$ cat config.mk
export PLATFORM = sky130hd
export DESIGN_NAME = cardinal_nic_flat
export DESIGN_NICKNAME = d
export VERILOG_FILES = /design/src/rtl/cardinal_nic_pkg.sv /design/src/rtl/cardinal_nic_if.sv /design/src/rtl/nic_chan_buf.sv /design/src/rtl/cardinal_nic.sv /design/src/flat_wrapper.sv
export SDC_FILE = /design/constraint.sdc
export NUM_CORES = 1
export LEC_CHECK = 0
export BUFFER_PORTS_ARGS = -buffer_cell sky130_fd_sc_hd__buf_2
export CAP_MARGIN = 20
export CORE_AREA = 2 2 118 120
export CTS_BUF_LIST = sky130_fd_sc_hd__clkbuf_4 sky130_fd_sc_hd__clkbuf_8
export DETAILED_ROUTE_END_ITERATION = 10
export DIE_AREA = 0 0 120 122
export PLACE_DENSITY = 0.9
export REMOVE_ABC_BUFFERS = 1
export SETUP_SLACK_MARGIN = 0.4
export SYNTH_ARGS = -nofsm -noshare
export SYNTH_HDL_FRONTEND = slang
export SYNTH_SLANG_ARGS = --single-unit
$ cat constraint.sdc
create_clock -name Clock -period 2.4 [get_ports Clock]
set_input_delay 0 -clock Clock [delete_from_list [all_inputs] [get_ports Clock]]
set_output_delay 0 -clock Clock [all_outputs]
set_load 0.02 [all_outputs]
$ cat src/rtl/cardinal_nic_pkg.sv
// cardinal_nic_pkg: register map and status bit positions shared by the NIC and its users
package cardinal_nic_pkg;
  localparam logic [1:0] NIC_IN_BUF   = 2'b00;
  localparam logic [1:0] NIC_IN_STAT  = 2'b01;
  localparam logic [1:0] NIC_OUT_BUF  = 2'b10;
  localparam logic [1:0] NIC_OUT_STAT = 2'b11;
  localparam int STAT_FULL_BIT = 63;
  localparam int STAT_OVF_BIT  = 62;
endpackage

$ cat src/rtl/cardinal_nic_if.sv
// cardinal_nic_if: processor register port plus router ready/send port of the NIC
interface cardinal_nic_if #(parameter int DATA_WIDTH = 64, parameter int ADDR_WIDTH = 2);
  logic [ADDR_WIDTH-1:0] addr;
  logic [0:DATA_WIDTH-1] d_in, d_out, net_di, net_do;
  logic nicEn, nicWrEn, net_si, net_ri, net_so, net_ro;
  modport slave (input addr, d_in, nicEn, nicWrEn, net_si, net_di, net_ro, output d_out, net_ri, net_so, net_do);
  modport master (output addr, d_in, nicEn, nicWrEn, net_si, net_di, net_ro, input d_out, net_ri, net_so, net_do);
endinterface

$ cat src/rtl/nic_chan_buf.sv
// nic_chan_buf: single-entry packet buffer with load/clear and a full flag
module nic_chan_buf #(parameter int DATA_WIDTH = 64) (
  input  logic Clock,
  input  logic Reset,
  input  logic load,
  input  logic clear,
  input  logic [0:DATA_WIDTH-1] d,
  output logic [0:DATA_WIDTH-1] q,
  output logic full
);
  always_ff @(posedge Clock or negedge Reset)
    if (!Reset) begin
      q <= '0;
      full <= 1'b0;
    end else begin
      if (load) q <= d;
      full <= load | (full & ~clear);
    end
endmodule

$ cat src/rtl/cardinal_nic.sv
// cardinal_nic: memory-mapped NIC bridging the processor data port and one ring-router node
module cardinal_nic import cardinal_nic_pkg::*; #(
  parameter int DATA_WIDTH = 64,
  parameter int ADDR_WIDTH = 2
) (
  input logic Clock,
  input logic Reset,
  cardinal_nic_if.slave bus
);
  logic [ADDR_WIDTH-1:0] addr;
  logic rd, wr, out_wr, in_full, out_full, out_ovf;
  logic [0:DATA_WIDTH-1] in_buf, out_buf, in_stat, out_stat, rd_data, d_out;
  assign addr = bus.addr;
  assign rd = bus.nicEn & ~bus.nicWrEn;
  assign wr = bus.nicEn & bus.nicWrEn;
  assign out_wr = wr && addr == NIC_OUT_BUF;
  assign bus.net_ri = ~in_full;
  assign bus.net_so = out_full & bus.net_ro;
  assign bus.net_do = out_buf;
  assign bus.d_out = d_out;
  nic_chan_buf #(.DATA_WIDTH(DATA_WIDTH)) u_in (
    .Clock(Clock), .Reset(Reset),
    .load(bus.net_si & ~in_full), .clear(rd && addr == NIC_IN_BUF),
    .d(bus.net_di), .q(in_buf), .full(in_full)
  );
  // acceptance uses pre-edge out_full, so a write racing a drain is still an overflow
  nic_chan_buf #(.DATA_WIDTH(DATA_WIDTH)) u_out (
    .Clock(Clock), .Reset(Reset),
    .load(out_wr & ~out_full), .clear(bus.net_so),
    .d(bus.d_in), .q(out_buf), .full(out_full)
  );
  always_comb begin
    in_stat = '0;
    in_stat[STAT_FULL_BIT] = in_full;
    out_stat = '0;
    out_stat[STAT_FULL_BIT] = out_full;
    out_stat[STAT_OVF_BIT] = out_ovf;
    rd_data = addr == NIC_IN_BUF ? in_buf : addr == NIC_IN_STAT ? in_stat : addr == NIC_OUT_STAT ? out_stat : '0;
  end
  always_ff @(posedge Clock or negedge Reset)
    if (!Reset) begin
      d_out <= '0;
      out_ovf <= 1'b0;
    end else begin
      if (rd) d_out <= rd_data;
      if (out_wr && out_full) out_ovf <= 1'b1;
      else if (rd && addr == NIC_OUT_STAT) out_ovf <= 1'b0;
    end
endmodule

$ cat src/flat_wrapper.sv
// flat-port wrapper written by rule: the top's interface ports become plain ports
module cardinal_nic_flat import cardinal_nic_pkg::*;
#(
  parameter int DATA_WIDTH = 64,
  parameter int ADDR_WIDTH = 2
)
  (Clock, Reset, bus_addr, bus_d_in, bus_nicEn, bus_nicWrEn, bus_net_si, bus_net_di, bus_net_ro, bus_d_out, bus_net_ri, bus_net_so, bus_net_do);
  cardinal_nic_if #(.DATA_WIDTH(DATA_WIDTH), .ADDR_WIDTH(ADDR_WIDTH)) bus_i ();
  input logic Clock;
  input logic Reset;
  input wire logic [$bits(bus_i.addr)-1:0] bus_addr;
  input wire logic [$bits(bus_i.d_in)-1:0] bus_d_in;
  input wire logic [$bits(bus_i.nicEn)-1:0] bus_nicEn;
  input wire logic [$bits(bus_i.nicWrEn)-1:0] bus_nicWrEn;
  input wire logic [$bits(bus_i.net_si)-1:0] bus_net_si;
  input wire logic [$bits(bus_i.net_di)-1:0] bus_net_di;
  input wire logic [$bits(bus_i.net_ro)-1:0] bus_net_ro;
  output wire logic [$bits(bus_i.d_out)-1:0] bus_d_out;
  output wire logic [$bits(bus_i.net_ri)-1:0] bus_net_ri;
  output wire logic [$bits(bus_i.net_so)-1:0] bus_net_so;
  output wire logic [$bits(bus_i.net_do)-1:0] bus_net_do;
  assign bus_i.addr = bus_addr;
  assign bus_i.d_in = bus_d_in;
  assign bus_i.nicEn = bus_nicEn;
  assign bus_i.nicWrEn = bus_nicWrEn;
  assign bus_i.net_si = bus_net_si;
  assign bus_i.net_di = bus_net_di;
  assign bus_i.net_ro = bus_net_ro;
  assign bus_d_out = bus_i.d_out;
  assign bus_net_ri = bus_i.net_ri;
  assign bus_net_so = bus_i.net_so;
  assign bus_net_do = bus_i.net_do;
  cardinal_nic #(.DATA_WIDTH(DATA_WIDTH), .ADDR_WIDTH(ADDR_WIDTH)) u_core (.Clock(Clock), .Reset(Reset), .bus(bus_i));
endmodule
[Yosys cells after proc, flatten, opt, wreduce, memory -nomap -nowiden]
Index checks and enable logic that the tools add are counted.
Word-level totals
  register bits: 195
  output and inout bits: 130
  input bits: 136
Cells by class
  reduce and logical (&&, ||, !) cells: 6
  bitwise operators: 14
  mux-type cells: 5
  equal/unequal tests: 3
Operators by type and width (number)
  two-way mux 64 bit: 2
  bitwise AND 1 bit: 7
  inverter 1 bit: 5
  == test 2 bit (second input constant): 2
  logical AND 1 bit: 4
  == test 2 x 1 -> 1 bit (second input constant): 1
  zero test 2 bit: 1
  two-way mux 1 bit: 2
  two-way mux 2 bit: 1
  OR 1 bit: 2
  nonzero test 2 bit: 1

[Logic depth before layout (Yosys ltp)]
  depth in word-level cells: 6
  gate-level depth with buffers: 5
  depth with buffers taken out: 3

[Hierarchy]
Synthesis repeated with hierarchy kept, for this count alone.
Unflattened totals
  cell total of the unflattened synthesis: 435
  area total of the unflattened synthesis: 7629.8 sq um
By module, submodules not included
  nic_chan_buf: seq. area each 1626.6 sq um, area each 2615.0 sq um, cells each 138, instances 2
  cardinal_nic: seq. area each 1626.6 sq um, area each 2399.8 sq um, cells each 159, instances 1

[Worst setup path before layout]
OpenSTA, ideal clock, no wires.
  path kind: register to register
  from: reg u_core.u_out.full
  to: reg u_core.u_out.q[10] (netlist name)
  buffers on the path: 2
  slack: 0.954 ns
  clock period less this slack: 1.446 ns
  arrival: 1.318 ns
  stages on the path, launching flop included: 5
  required time: 2.273 ns
  path through: dfrtp_1 -> nor4b_2 -> buf_4 -> buf_8 -> mux2_1
Between the ends
  longest elaborated chain between the ends: 2
RTL lines
  start, declared: line nic_chan_buf.sv:9  | output logic full
  start signal, assigned: line nic_chan_buf.sv:17  | full <= load | (full & ~clear);
  inverter 1 bit: line cardinal_nic.sv:29  | .load(out_wr & ~out_full), .clear(bus.net_so),
  bitwise AND 1 bit: line cardinal_nic.sv:29
  end signal, assigned: line nic_chan_buf.sv:13  | q <= '0;
  end signal, assigned: line nic_chan_buf.sv:16  | if (load) q <= d;
  end, declared: line nic_chan_buf.sv:8  | output logic [0:DATA_WIDTH-1] q,
Every way passes these cells.
A chain may end at the register's enable or synchronous reset.

==> impl_metrics.toml <==
[sta]
worstMarginPinSlew_ns = 0.7454
hold_viol = 0
rsz0062_at_grt = "false"
min_period_ns = 1.811
setup_tns_ns = 0
timing.final.ws_setup_ns = 0.5893
finalMaxSlewViolations = 0
setup_viol = 0
hold_ws_ns = 0.04031
fmax_mhz = 552.3
maxSlewHeadroom_pct = 50.30
period_share_pct = 75.45
fin_skew_ns = 0.01649

[cells_and_area]
final_cell_area_um2 = 10470
fin_nets = 968
fin_util_pct = 77.51
layout_common_cells = "buf_2 (264), dfrtp_1 (195), dlygate4sd3_1 (134), mux2_2 (80), a22o_1 (62)"
area_growth_pct = 45.67
final_layout_size_suffix_gt1_share_pct = 46.04
final_common_cell = "buf_2"

[worst_setup_path]
r2r_slack_ns = 0.59
worstPathArrival_ns = 2.15
critical_path_class = "flip-flop to flip-flop"
critPathLaunchType = "flip-flop"
critPathRequiredTime_ns = 2.74
worstPathBufferInverterCount = 2
end_kind = "flip-flop"
crit_path_max_incr_delay_ns = 0.58
cp_top_family = "buffers and inverters"
slowest_stage = "dlygate4sd3_1"
critical_path.max_fanout = 3
path_cells = "o21ai_0, dlygate4sd3_1, o21ai_0, dlygate4sd3_1"

[placed_design]
dp_slack_ns = 0.7987
place.gp.congestion = 0.7868
portBuffers = 265
dp_hpwl_um = 11570
dpl_cell_area_um2 = 8708

[power]
clkPwrFrac_pct = 22.2
p_int_uw = 6773
ir_drop_uv = 661.5
p_leak_uw = 0.005188
switchingPower_uw = 3225
switching_share_pct = 32.26
power_density_nw_per_um2 = 955.2
power_frac_seq_pct = 49.3
power_frac_comb_pct = 28.5

[clock_tree]
clock-root-buffer = "clkbuf_8"
post_cts_resized = 0
clkSinkCount = 195
cts_tree = "yes"
htreeDepth = 4
clock_path_buffers = 2
cts.clk_slew.worst_paths_ns = 0.09
numCtsBuffers = 17
clk_latency_ns = 0.46

[synth]
synth.avg_cell_area_um2 = 16.56
yosys.area_share.simple_pct = 0.8880
synth-adder-area-share_pct = 0
synthCells = 434
synth_top_family_by_area = "multiplexers"
ys_ff_latch = 195
ys_types = 24
synth.area.mux_share_pct = 20.22
synth_area_um2 = 7186
ys_seq_area_share_pct = 67.91
synth_compound_area_share_pct = 8.358
synth-xor-area-share_pct = 0
yosys_warnings = 0

[run]
cap_violations = 0

[grt]
grt_pass1_vias = 5984
grt_max_degree = 83
antenna_found_initial = 1
grt_pass1_wl_um = 33500
grt_use_total_pct = 30.53
overflow = 0

[min_path]
hold_class = "primary input to flip-flop"

[drt]
drc_errors = 0
dr.pass1.iters = 6
vias_per_cell = 5.423
drt_wl_total_um = 22020
via_count = 5564
postRouteAntennaNets = 0
first_iter_violations = 460
routedWlPerCell_um = 21.47

[floorplanning]
die-area_um2 = 14640
die_x_um = 120
initial_core_util_pct = 53.21
die_h_um = 122
fp-row-count = 43
core_area_um2 = 13500
io_pins = 266

[run_status]
status = "complete, no violations"
-- logic make-up after synthesis --
family / Yosys count
buffers and inverters: 30
AOI/OAI and AO/OA: 71
muxes: 129
and+or+nand+nor: 9
DFF: 195
-- power by group through the flow --
stage	clock, uW	sequential (uW)	combinational, uW
6_report	2220	4930	2850
5_1_grt	2400	5010	3010
4_1_cts	2230	4830	2760
3_5_place_dp	0	4880	2580
3_3_place_gp	0	4810	2470
2_1_floorplan	0	5300	1130
-- cell usage after synthesis --
master    instances  share of area [%]
nand2_1           1              0.052
nor3_2            1               0.14
a41oi_1           1               0.12
dfrtp_1         195                 68
buf_8             5                1.0
a21oi_1           2               0.14
mux2_1           49                7.7
nand2b_1          1              0.087
inv_1             3               0.16
nand2_2           1              0.087
o21bai_1          1               0.10
o21ai_0           3               0.21
and3_1            1              0.087
mux2_2           80                 13
nor4b_2           1               0.21
nor2_1            1              0.052
and2_1            1              0.087
a21o_1            1               0.10
a22o_1           62                7.6
a221oi_1          1               0.12
buf_2            13               0.91
clkbuf_1          8               0.42
buf_4             1               0.10
nor2b_1           1              0.087
-- registers in the layout, summed over array words and instances, names as in the netlist --
name,flops
u_core.bus.d_out,64
u_core.out_ovf,1
u_core.u_in.full,1
u_core.u_in.q,64
u_core.u_out.full,1
u_core.u_out.q,64
-- per-layer routing --
metal	up-vias	wire, um	track usage, %
li1	2374	-	-
met1	2782	8283	35.41
met2	329	11010	51.78
met3	79	1767	8.895
met4	0	968	15.74
met5	-	0	0
-- final timing paths --
kind	end	startpoint	depth (start not counted)
max in group asynchronous	u_core.out_ovf	Reset	3
max reg2reg	u_core.out_ovf	u_core.out_ovf	4
min in group asynchronous	u_core.u_out.q[27]	Reset	2
max	u_core.out_ovf	u_core.out_ovf	4
min reg2reg	u_core.u_out.q[37]	u_core.u_out.q[37]	1
min	u_core.bus.d_out[42]	bus_addr[1]	3
-- what timing repair did --
item                                   4_1_cts  5_1_grt
endpoints found under the hold margin      210        0
hold buffers                               134        0
setup buffers                                0        0
-- layout make-up --
| type | instances | area (um2) |
|---|---|---|
| fillers | 712 | 3037 |
| flip-flops and latches | 195 | 4880 |
| diodes | 1 | 2.502 |
| clock buffers | 23 | 285.3 |
| clock inverters | 9 | 130.1 |
| repair buffers | 406 | 2791 |
| well taps | 180 | 225.2 |
| inverters | 3 | 11.26 |
| multi-input cells | 209 | 2142 |
-- worst register-to-register path: stages, from the launching register on --
cell and delay (ns):
dfrtp_1 0.41, o21ai_0 0.08, dlygate4sd3_1 0.58, o21ai_0 0.08, dlygate4sd3_1 0.56
-- stage by stage --
stage	instances	power (uW)
after floorplan	407	6432
after global placement	859	7276
after detailed placement	859	7460
after CTS	1025	9813
after global routing	1026	10430
final	1026	9998
(Power assumes the default switching activity.)
